===== src/rtl/sr_ctrl_pkg.sv =====
// ============================================================================
// sr_ctrl_pkg : FSM state encoding and counter widths for sr_input_ctrl
// Rev 1.0
// ============================================================================
`default_nettype none

package sr_ctrl_pkg;

  typedef enum logic [1:0] {
    IDLE  = 2'd0,
    SET_P = 2'd1,
    RST_P = 2'd2,
    GAP   = 2'd3
  } sr_state_t;

  localparam int C_PULSE_W_MAX = 15;
  localparam int C_PCNT_W      = $clog2(C_PULSE_W_MAX + 1);

endpackage

`default_nettype wire


===== src/rtl/sr_debounce.sv =====
// ============================================================================
// sr_debounce : two-flop synchroniser, debounce counter, rising-edge request
// Rev 1.0
// ============================================================================
`default_nettype none

module sr_debounce #(
  parameter int DEBOUNCE_CNT = 4
) (
  input  logic clk,
  input  logic rst_n,
  input  logic din,
  output logic req
);

  localparam int                 C_CNT_W    = $clog2(DEBOUNCE_CNT + 1);
  localparam logic [C_CNT_W-1:0] C_CNT_LAST = C_CNT_W'(DEBOUNCE_CNT - 1);
  localparam logic [C_CNT_W-1:0] C_CNT_ONE  = C_CNT_W'(1);

  logic               r_sync1;
  logic               r_sync2;
  logic               r_stable;
  logic               r_req;
  logic [C_CNT_W-1:0] r_cnt;

  always_ff @(posedge clk) begin
    if (!rst_n) begin
      r_sync1  <= 1'b0;
      r_sync2  <= 1'b0;
      r_stable <= 1'b0;
      r_req    <= 1'b0;
      r_cnt    <= '0;
    end else begin
      r_sync1 <= din;
      r_sync2 <= r_sync1;
      r_req   <= 1'b0;
      if (r_sync2 == r_stable) begin
        r_cnt <= '0;
      end else if (r_cnt == C_CNT_LAST) begin
        // Only a 0->1 flip of the stable level is a request.
        r_stable <= ~r_stable;
        r_req    <= ~r_stable;
        r_cnt    <= '0;
      end else begin
        r_cnt <= r_cnt + C_CNT_ONE;
      end
    end
  end

  assign req = r_req;

endmodule

`default_nettype wire


===== src/rtl/sr_input_ctrl.sv =====
// ============================================================================
// sr_input_ctrl : debounced set/reset buttons to exclusive fixed-width s/r pulses
// Rev 1.0
// ============================================================================
`default_nettype none

module sr_input_ctrl
  import sr_ctrl_pkg::*;
#(
  parameter int DEBOUNCE_CNT = 4,
  parameter int PULSE_W      = 2
) (
  input  logic clk,
  input  logic rst_n,
  input  logic set_in,
  input  logic reset_in,
  output logic s,
  output logic r,
  output logic busy,
  output logic conflict
);

  localparam logic [C_PCNT_W-1:0] C_PCNT_LAST = C_PCNT_W'(PULSE_W - 1);
  localparam logic [C_PCNT_W-1:0] C_PCNT_ONE  = C_PCNT_W'(1);

  logic w_req_set;
  logic w_req_rst;
  logic w_want_set;
  logic w_want_rst;

  sr_state_t           r_state;
  logic [C_PCNT_W-1:0] r_pcnt;
  logic                r_pend_set;
  logic                r_pend_rst;
  logic                r_s;
  logic                r_r;
  logic                r_busy;
  logic                r_conflict;

  sr_debounce #(.DEBOUNCE_CNT(DEBOUNCE_CNT)) u_db_set (
    .clk   (clk),
    .rst_n (rst_n),
    .din   (set_in),
    .req   (w_req_set)
  );

  sr_debounce #(.DEBOUNCE_CNT(DEBOUNCE_CNT)) u_db_rst (
    .clk   (clk),
    .rst_n (rst_n),
    .din   (reset_in),
    .req   (w_req_rst)
  );

  assign w_want_set = r_pend_set | w_req_set;
  assign w_want_rst = r_pend_rst | w_req_rst;

  always_ff @(posedge clk) begin
    if (!rst_n) begin
      r_state    <= IDLE;
      r_pcnt     <= '0;
      r_pend_set <= 1'b0;
      r_pend_rst <= 1'b0;
      r_s        <= 1'b0;
      r_r        <= 1'b0;
      r_busy     <= 1'b0;
      r_conflict <= 1'b0;
    end else begin
      r_conflict <= 1'b0;
      case (r_state)
        IDLE: begin
          r_pcnt <= '0;
          if (w_want_rst) begin
            // Reset wins; a coinciding set is dropped, not queued.
            r_state    <= RST_P;
            r_r        <= 1'b1;
            r_busy     <= 1'b1;
            r_pend_rst <= 1'b0;
            r_pend_set <= 1'b0;
            r_conflict <= w_want_set;
          end else if (w_want_set) begin
            r_state    <= SET_P;
            r_s        <= 1'b1;
            r_busy     <= 1'b1;
            r_pend_set <= 1'b0;
          end
        end
        SET_P, RST_P: begin
          r_pend_set <= w_want_set;
          r_pend_rst <= w_want_rst;
          if (r_pcnt == C_PCNT_LAST) begin
            r_state <= GAP;
            r_s     <= 1'b0;
            r_r     <= 1'b0;
          end else begin
            r_pcnt <= r_pcnt + C_PCNT_ONE;
          end
        end
        GAP: begin
          r_pend_set <= w_want_set;
          r_pend_rst <= w_want_rst;
          r_state    <= IDLE;
          r_busy     <= 1'b0;
        end
        default: begin
          r_state <= IDLE;
          r_s     <= 1'b0;
          r_r     <= 1'b0;
          r_busy  <= 1'b0;
        end
      endcase
    end
  end

  assign s        = r_s;
  assign r        = r_r;
  assign busy     = r_busy;
  assign conflict = r_conflict;

endmodule

`default_nettype wire


===== config.mk =====
export PLATFORM = sky130hd
export DESIGN_NAME = sr_input_ctrl
export DESIGN_NICKNAME = d
export VERILOG_FILES = /design/src/rtl/sr_ctrl_pkg.sv /design/src/rtl/sr_debounce.sv /design/src/rtl/sr_input_ctrl.sv
export SDC_FILE = /design/constraint.sdc
export NUM_CORES = 1
export LEC_CHECK = 0
export ABC_CLOCK_PERIOD_IN_PS = 1700
export BUFFER_PORTS_ARGS = -buffer_cell sky130_fd_sc_hd__buf_2
export CAP_MARGIN = 10
export CORE_UTILIZATION = 61
export CTS_BUF_LIST = sky130_fd_sc_hd__clkbuf_8
export DETAILED_ROUTE_END_ITERATION = 10
export GPL_TIMING_DRIVEN = 1
export HOLD_SLACK_MARGIN = 0.15
export PLACE_DENSITY = 0.79
export SKIP_LAST_GASP = 1
export SYNTH_ARGS = -nofsm -noshare
export SYNTH_HDL_FRONTEND = slang
export SYNTH_SLANG_ARGS = --single-unit
export TNS_END_PERCENT = 30

===== constraint.sdc =====
create_clock -name clk -period 1.7 [get_ports clk]
set_clock_uncertainty 0.1 [all_clocks]
set_input_delay 0.17 -clock clk [delete_from_list [all_inputs] [get_ports clk]]
set_output_delay 0.17 -clock clk [all_outputs]
set_load 0.02 [all_outputs]

# --- Word level (Yosys, flattened, before mapping) ---
# Cells that the tools add are included.
word_totals:
  output_inout_bits: 4
  reg_bits: 26
op_classes:
  n_mux: 19
  add_sub_neg: 3
  eq_ne: 14
  reduce_logical: 17
  n_bitwise: 9
ops:
  columns: ["operator", "n"]
  rows:
  - ["3-bit OR reduction", 5]
  - ["2-bit != test (second input constant)", 5]
  - ["1-bit case mux with 2 select lines", 5]
  - ["2-bit AND reduction", 5]
  - ["1-bit two-way mux", 8]
  - ["4-bit case mux with 2 select lines", 1]
  - ["1-bit inverter", 7]
  - ["3-bit by 1-bit adder with 3-bit output (second input constant)", 2]
  - ["3-bit by 2-bit equality test with 1-bit output (second input constant)", 2]
  - ["2-bit two-way mux", 3]
  - ["2-bit case mux with 3 select lines", 1]
  - ["3-bit AND reduction", 2]
  - ["4-bit by 1-bit adder with 4-bit output (second input constant)", 1]
  - ["2-bit equality test (second input constant)", 2]
  - ["4-bit by 1-bit equality test with 1-bit output (second input constant)", 1]
  - ["4-bit two-way mux", 1]
  - ["4-bit AND reduction", 1]
  - ["2-bit nonzero test", 2]
  - ["3-bit != test (second input constant)", 1]
  - ["1-bit equality test", 2]
  - ["2-bit by 1-bit equality test with 1-bit output (second input constant)", 1]
  - ["2-bit zero test", 1]
  - ["1-bit OR", 2]
  - ["2-bit OR reduction", 1]

# --- Depth between registers and ports, before layout ---
# Gate-level depths: netlist of the first run.
depth:
  depth_word: 4
  depth_mapped: 6
  depth_no_buf: 5

# --- Cells and area by module ---
# A second synthesis of the first run with hierarchy kept.
hier_totals:
  hier_cells: 111
  area_unflattened_um2: 1164.9
modules_own_cells:
  columns: ["module", "seq_area_each_um2", "area_per_inst_um2", "cells_each", "n_inst"]
  rows:
  - ["sr_input_ctrl", 240.2, 669.4, 73, 1]
  - ["sr_debounce", 140.1, 247.7, 19, 2]

# --- Worst setup path before layout of the first run ---
# No wires, ideal clock.
synth_path:
  path_kind: "reg2reg"
  start: "register r_state[0]"
  end: "register r_state[1]"
  setup_ns: 0.072
  arrival_time_ns: 1.380
  path_stages_with_launch: 7
  path_slack_ns: 0.148
  required_time_ns: 1.528
  period_less_slack_ns: 1.552
  path_cell_list: "dfxtp_1 > inv_1 > ha_1 > clkbuf_1 > o21ai_0 > or2_2 > mux2i_1"
synth_between:
  elab_chain_len: 4
  elab_cells_between_ends: 9
  classes_between: "eq/ne (5); mux (1); reduce/logical (3)"
synth_rtl:
  columns: ["item", "line_no", "rtl"]
  rows:
  - ["from (decl)", "sr_input_ctrl.sv:31", "sr_state_t r_state;"]
  - ["from (signal assigned)", "sr_input_ctrl.sv:59", "r_state <= IDLE;"]
  - ["from (signal assigned)", "sr_input_ctrl.sv:74", "r_state <= RST_P;"]
  - ["from (signal assigned)", "sr_input_ctrl.sv:81", "r_state <= SET_P;"]
  - ["2-bit by 1-bit equality test with 1-bit output / 2-bit equality test (equally long branches)", "sr_input_ctrl.sv:69", "case (r_state)"]
  - ["2-bit OR reduction", "sr_input_ctrl.sv:69", null]
  - ["2-bit != test (no line)", null, null]
  - ["2-bit AND reduction (no line)", null, null]
# Several ways; a longest one is shown, not always the timed one.
# A chain may end at the register's enable or synchronous reset.

# --- Worst setup path after layout of the first run ---
layout_path:
  start: "register r_pcnt[0]"
  end: "register r_state[1]"
layout_between:
  elab_chain_len: 3
layout_rtl:
  columns: ["item", "line_no", "rtl"]
  rows:
  - ["from (decl)", "sr_input_ctrl.sv:32", "logic [C_PCNT_W-1:0] r_pcnt;"]
  - ["from (signal assigned)", "sr_input_ctrl.sv:95", "r_pcnt <= r_pcnt + C_PCNT_ONE;"]
  - ["4-bit by 1-bit equality test with 1-bit output", "sr_input_ctrl.sv:90", "if (r_pcnt == C_PCNT_LAST) begin"]
  - ["2-bit != test (no line)", null, null]
  - ["2-bit AND reduction (no line)", null, null]
  - ["to (signal assigned)", "sr_input_ctrl.sv:91", "r_state <= GAP;"]
  - ["to (signal assigned)", "sr_input_ctrl.sv:101", "r_state <= IDLE;"]
  - ["to (signal assigned)", "sr_input_ctrl.sv:105", "r_state <= IDLE;"]
# Every way passes these cells.

==> out/results.ini, run 1 <==
[outcome]
outcome = finished clean

[global_route]
antenna_found_initial = 0
met2_usage = 0.374
grt_pass1_wl_um = 2950
met1_usage = 0.217
grtUsageMet3 = 0.0320
grt_max_degree = 18
grtUsageTotal = 0.207
grt_pass1_vias = 749
top_usage_layer = met2
grt.overflow.total = 0

[final_layout]
drive_gt1_frac = 0.132
fillers = 133
diodes = 0
fin_nets = 143
finalNonFillerCells = 154
syn_to_final_growth_pct = 15.8
design_area_um2 = 1310

[power_and_ir_drop]
ir_worst_vdd_mv = 0.717
seqPwrFrac = 0.485
p_comb_frac = 0.126
p_int_w = 0.00102
p_leak_nw = 0.541
p_sw_w = 0.000301
clkPwrFrac = 0.389
pwr_density_cell_nw_per_um2 = 1010
switching_share = 0.228

[place]
dpl.cell_count = 146
place_hpwl_um = 1290
placed_cell_area_um2 = 1200
place_ws_ns = 0.0977
port_buffers = 7
globalplace.congestion = 0.769

[die]
rows = 15
dieArea_um2 = 2040
io_pins = 8
fp.dieH_um = 45.1
dieWidth_um = 45.1
core_um2 = 1730
initial_utilization = 0.657

[setup_path]
arrival_ns = 1.69
critPathRequiredTime_ns = 1.77
worstPathMaxFanout = 5
cp-end-kind = register
path_class = register to register
startpoint_type = register

[synthesis]
yosys-top-cells-area = dfxtp_1, ha_1, o21ai_0
ys_types = 30
synth_top_area_frac = 0.459
synth_cells = 116
synth_area_um2 = 1130
synth_top_area_cell = dfxtp_1
synth-seq-cells = 26
ys_warn_count = 0
synth_fp_nets = 129
synth_area_per_cell_um2 = 9.78
ys_seq_area_frac = 0.459

[cts]
clk_latency_ns = 0.28
cts-buffers-inserted = 3
cts.clk_slew.worst_paths_ns = 0.09
cts_max_level = 1
post_cts_buffers = 0
cts_sinks = 26
cts_tree = yes
clock_path_buffers = 2
root_buffer = clkbuf_8

[sta]
tightest_slew_ns = 0.500
hold_viol_final = 0
slew_headroom = 0.664
report.final.slew_viol_count = 0
clock.fmax_ghz = 0.618
min_period_ns = 1.62
setup_tns_ns = 0
setup_viol = 0
fin_crit_sh = 0.952
layout_setup_ws_ns = 0.0821
rsz0062_at_grt = false

[route]
vias = 809
drt-total-wl_um = 1800
drc = 0
vias_per_cell = 5.25
wl_per_cell_um = 11.7
drtIter0Drc = 7
postRouteAntennaNets = 0
dr.pass1.iters = 3

[worst_hold_path]
worst_hold_path_type = register to register

[flow_run]
max_cap_violations = 0

==> sequential cells by signal, summed over array words and instances, names as in the netlist, 2 cells and up <==
| register | cells |
|---|---|
| r_pcnt | 4 |
| r_state | 2 |
| u_db_rst.r_cnt | 3 |
| u_db_set.r_cnt | 3 |
==> worst max-delay path, cell delays in order, from the launching register on <==
cell and delay (ns):
dfxtp_1 0.40, ha_1 0.20, or3b_4 0.41, a22o_1 0.28
mux2i_1 0.12
==> cell type report <==
class	instances	area, µm²	share of cell area
tap	25	31.3	0.0238
inverter	9	33.8	0.0257
sequential	26	520	0.396
clock buffer	3	41.3	0.0314
clock inverter	1	30.0	0.0229
timing repair buffer	12	82.6	0.0629
multi-input combinational	78	574	0.437
==> stage by stage <==
| step | hold slack (ns) | total power [W] | utilization |
|---|---|---|---|
| finish | 0.325 | 0.00132 | 0.761 |
| CTS | 0.327 | 0.00132 | 0.758 |
| detailed placement | 0.286 | 0.000807 | 0.693 |
| global placement | 0.278 | 0.000801 | 0.693 |
| global route | 0.348 | 0.00137 | 0.761 |
| floorplan | 0.197 | 0.000771 | - |
==> routing by layer <==
metal	share of wire	wire, µm	vias up
met5	0	0	-
met4	0.029	52	0
met3	0.023	41	7
met2	0.48	857	11
met1	0.47	852	370
li1	-	-	421
==> cell usage in the layout (no fill, tap or decap), types with 2 or more instances in the layout <==
cell,Yosys,final
mux2i_1,4,4
and4b_1,2,2
nor2b_1,4,4
buf_2,0,7
dfxtp_1,26,26
inv_1,9,9
a21boi_0,5,5
clkbuf_8,0,3
xor2_1,2,2
dlygate4sd3_1,0,4
o21ai_0,9,9
and2_1,5,5
ha_1,9,8
nand2_1,4,4
nor2_1,11,10
nand3b_1,6,6
nor3b_1,2,2
==> power by group through the flow <==
stage	clock, W	sequential, W	combinational (W)
after floorplan	0	0.000659	0.000111
after global placement	0	0.000654	0.000147
after detailed placement	0	0.000655	0.000152
after CTS	0.000522	0.000641	0.000159
after global routing	0.000540	0.000644	0.000185
final	0.000514	0.000641	0.000166
==> cell usage after synthesis <==
cell type and instances:
o21ai_0 9, ha_1 9, or3b_4 1, nand4bb_1 1
dfxtp_1 26, nand2b_1 1, mux2i_1 4, o311ai_0 1
nand2_1 4, inv_1 9, nor2_1 11, nand3_1 1
clkbuf_1 3, a31oi_1 1, nand4b_1 1, and4bb_2 1
nor2b_1 4, nand3b_1 6, and4b_1 2, o311a_1 1
xor2_1 2, and3b_1 1, or2_2 1, o22ai_1 1
a21boi_0 5, o21a_1 1, a22o_1 1, and2_1 5
nor3b_1 2, nor4_1 1
==> path summary, 6_finish.rpt <==
kind	start	endpoint	slack [ns]	cells past startpoint
min reg2reg	u_db_set.r_cnt[0]	u_db_set.r_cnt[0]	0.32	1
min	u_db_set.r_cnt[0]	u_db_set.r_cnt[0]	0.32	1
max	r_pcnt[0]	r_state[1]	0.08	4
max reg2reg	r_pcnt[0]	r_state[1]	0.08	4
==> cell families after synthesis <==
family	after synthesis	synth area share
muxes	4	0.0353
and+or+nand+nor	43	0.237
buffers and inverters	12	0.0397
xor gates and xnor gates	2	0.0154
DFF	26	0.459
adders and majority gates	9	0.0992
AOI/OAI and AO/OA	20	0.115
==> what timing repair did <==
action / in CTS / in global routing
endpoints found under the hold margin: 5 / 0
endpoints found under the setup margin: 0 / 4
resized for setup: 0 / 2
hold buffers: 4 / 0
(Power assumes the default switching activity.)
==> inputs of run 2 (changes only) <==
--- a/config.mk
+++ b/config.mk
@@ -14,7 +14,10 @@
 export GPL_TIMING_DRIVEN = 1
 export HOLD_SLACK_MARGIN = 0.15
 export PLACE_DENSITY = 0.79
+export RECOVER_POWER = 25
+export SETUP_SLACK_MARGIN = 0.3
 export SKIP_LAST_GASP = 1
+export SLEW_MARGIN = 15
 export SYNTH_ARGS = -nofsm -noshare
 export SYNTH_HDL_FRONTEND = slang
 export SYNTH_SLANG_ARGS = --single-unit
==> run 2 against run 1 <==
Against the previous run:
- power up 1.1%
- sequential cell count is the same
- cell count increased by 1.9%
- via count up 5.4%
- clock power decreased by 3%
- sequential power hardly changed
- die area unchanged
- final area grew 3.6%
- routed wire length grew 11%
- worst setup slack gained 0.11 ns
- clock-buffer cell count is the same
- global-route usage up 1.7 points
==> out/results.ini, run 2 (same netlist as run 1, synthesis figures left out) <==
[outcome]
outcome = finished clean

[final_layout]
final_common_cell = dfxtp_1
fin_nets = 146
largest_reg_flops = 4
drive_gt1_frac = 0.174
top_regs = r_pcnt: 4 flops, u_db_rst.r_cnt: 3 flops, u_db_set.r_cnt: 3 flops
diodes = 0
syn_to_final_growth_pct = 20.0
postLayoutCoreUtil = 0.788
fillers = 134
top_register = r_pcnt
finalNonFillerCells = 157
final_cell_mix = dfxtp_1, nor2_1, o21ai_0, inv_1, ha_1

[flow_run]
max_cap_violations = 0

[route]
drtIter0Drc = 5
vias_per_cell = 5.43
drc = 0
dr.pass1.iters = 4
wl_per_cell_um = 12.7
vias = 853
drt-total-wl_um = 2000
postRouteAntennaNets = 0

[global_route]
grt_max_degree = 21
met2_usage = 0.426
grtUsageTotal = 0.223
top_usage_layer = met2
grt_pass1_vias = 835
grtUsageMet3 = 0.0320
grt.overflow.total = 0
met1_usage = 0.232
antenna_found_initial = 0
grt_pass1_wl_um = 3240

[setup_path]
arrival_ns = 1.60
worstPathMaxFanout = 12
cp-end-kind = register
path_class = register to register
startpoint_type = register
critPathRequiredTime_ns = 1.79

[cts]
root_buffer = clkbuf_8
cts_tree = yes
cts_max_level = 1
cts_sinks = 26
cts.clk_slew.worst_paths_ns = 0.09
clock_path_buffers = 2
cts-buffers-inserted = 3
clk_latency_ns = 0.26

[sta]
hold_viol_final = 0
tightest_slew_ns = 0.331
setup_tns_ns = 0
rsz0062_at_grt = true
fin_crit_sh = 0.889
min_period_ns = 1.51
report.final.slew_viol_count = 0
setup_viol = 0
slew_headroom = 0.780
clock.fmax_ghz = 0.662
layout_setup_ws_ns = 0.189

[power_and_ir_drop]
pwr_density_cell_nw_per_um2 = 981
fin_total_pwr_w = 0.00134
ir_worst_vdd_mv = 0.988
p_leak_nw = 0.540

[place]
globalplace.congestion = 0.784
place_ws_ns = 0.191
dpl.cell_count = 147
port_buffers = 7
place_hpwl_um = 1450

[die]
initial_utilization = 0.657
rows = 15
fp.dieH_um = 45.1
dieArea_um2 = 2040
io_pins = 8
dieWidth_um = 45.1
core_um2 = 1730

[worst_hold_path]
worst_hold_path_type = register to register

==> run 2: metal layers <==
metal,vias up,share of wire
met5,-,0
met1,408,0.43
met4,0,0.018
met2,10,0.54
li1,431,-
met3,4,0.016
==> run 2: cell type report <==
class                      count  area (µm²)  share of cell area
inverter                       9        33.8              0.0248
multi-input combinational     78         603               0.443
tap                           25        31.3              0.0230
sequential                    26         527               0.387
timing repair buffer          15        95.1              0.0699
clock inverter                 1        30.0              0.0221
clock buffer                   3        41.3              0.0303
==> run 2: critical path: stages, from the launching register on <==
cell and delay [ns]:
dfxtp_1 0.38, inv_1 0.10, ha_4 0.34, o21ai_0 0.09
or2_2 0.28, mux2i_1 0.14
==> run 2: what timing repair did <==
action                                 4_1_cts  5_1_grt
hold buffers                                 3        0
buffers inserted                             3        0
setup endpoints to repair                    5        8
endpoints found under the hold margin        5        0
pin swaps                                    1        1
gates resized for setup                      0        2
==> run 2: metrics by stage <==
step / cell area, µm² / hold WS [ns]
after floorplan: 1180 / 0.197
after global placement: 1240 / 0.280
after detailed placement: 1240 / 0.288
after CTS: 1360 / 0.339
after global routing: 1360 / 0.356
final: 1360 / 0.333
==> run 2: final timing paths <==
path,from,end,slack (ns),cells past startpoint
max reg2reg,r_state[0],r_state[1],0.19,5
min reg2reg,u_db_set.r_cnt[0],u_db_set.r_cnt[0],0.33,1
min,u_db_set.r_cnt[0],u_db_set.r_cnt[0],0.33,1
max,r_state[0],r_state[1],0.19,5
==> run 2: power by group <==
part / switching (W) / total (W) / internal [W]
Clock: 0.000186 / 0.000501 / 0.000315
Sequential: 0.0000141 / 0.000642 / 0.000628
Combinational: 0.0000977 / 0.000192 / 0.0000948
Total: 0.000298 / 0.00134 / 0.00104
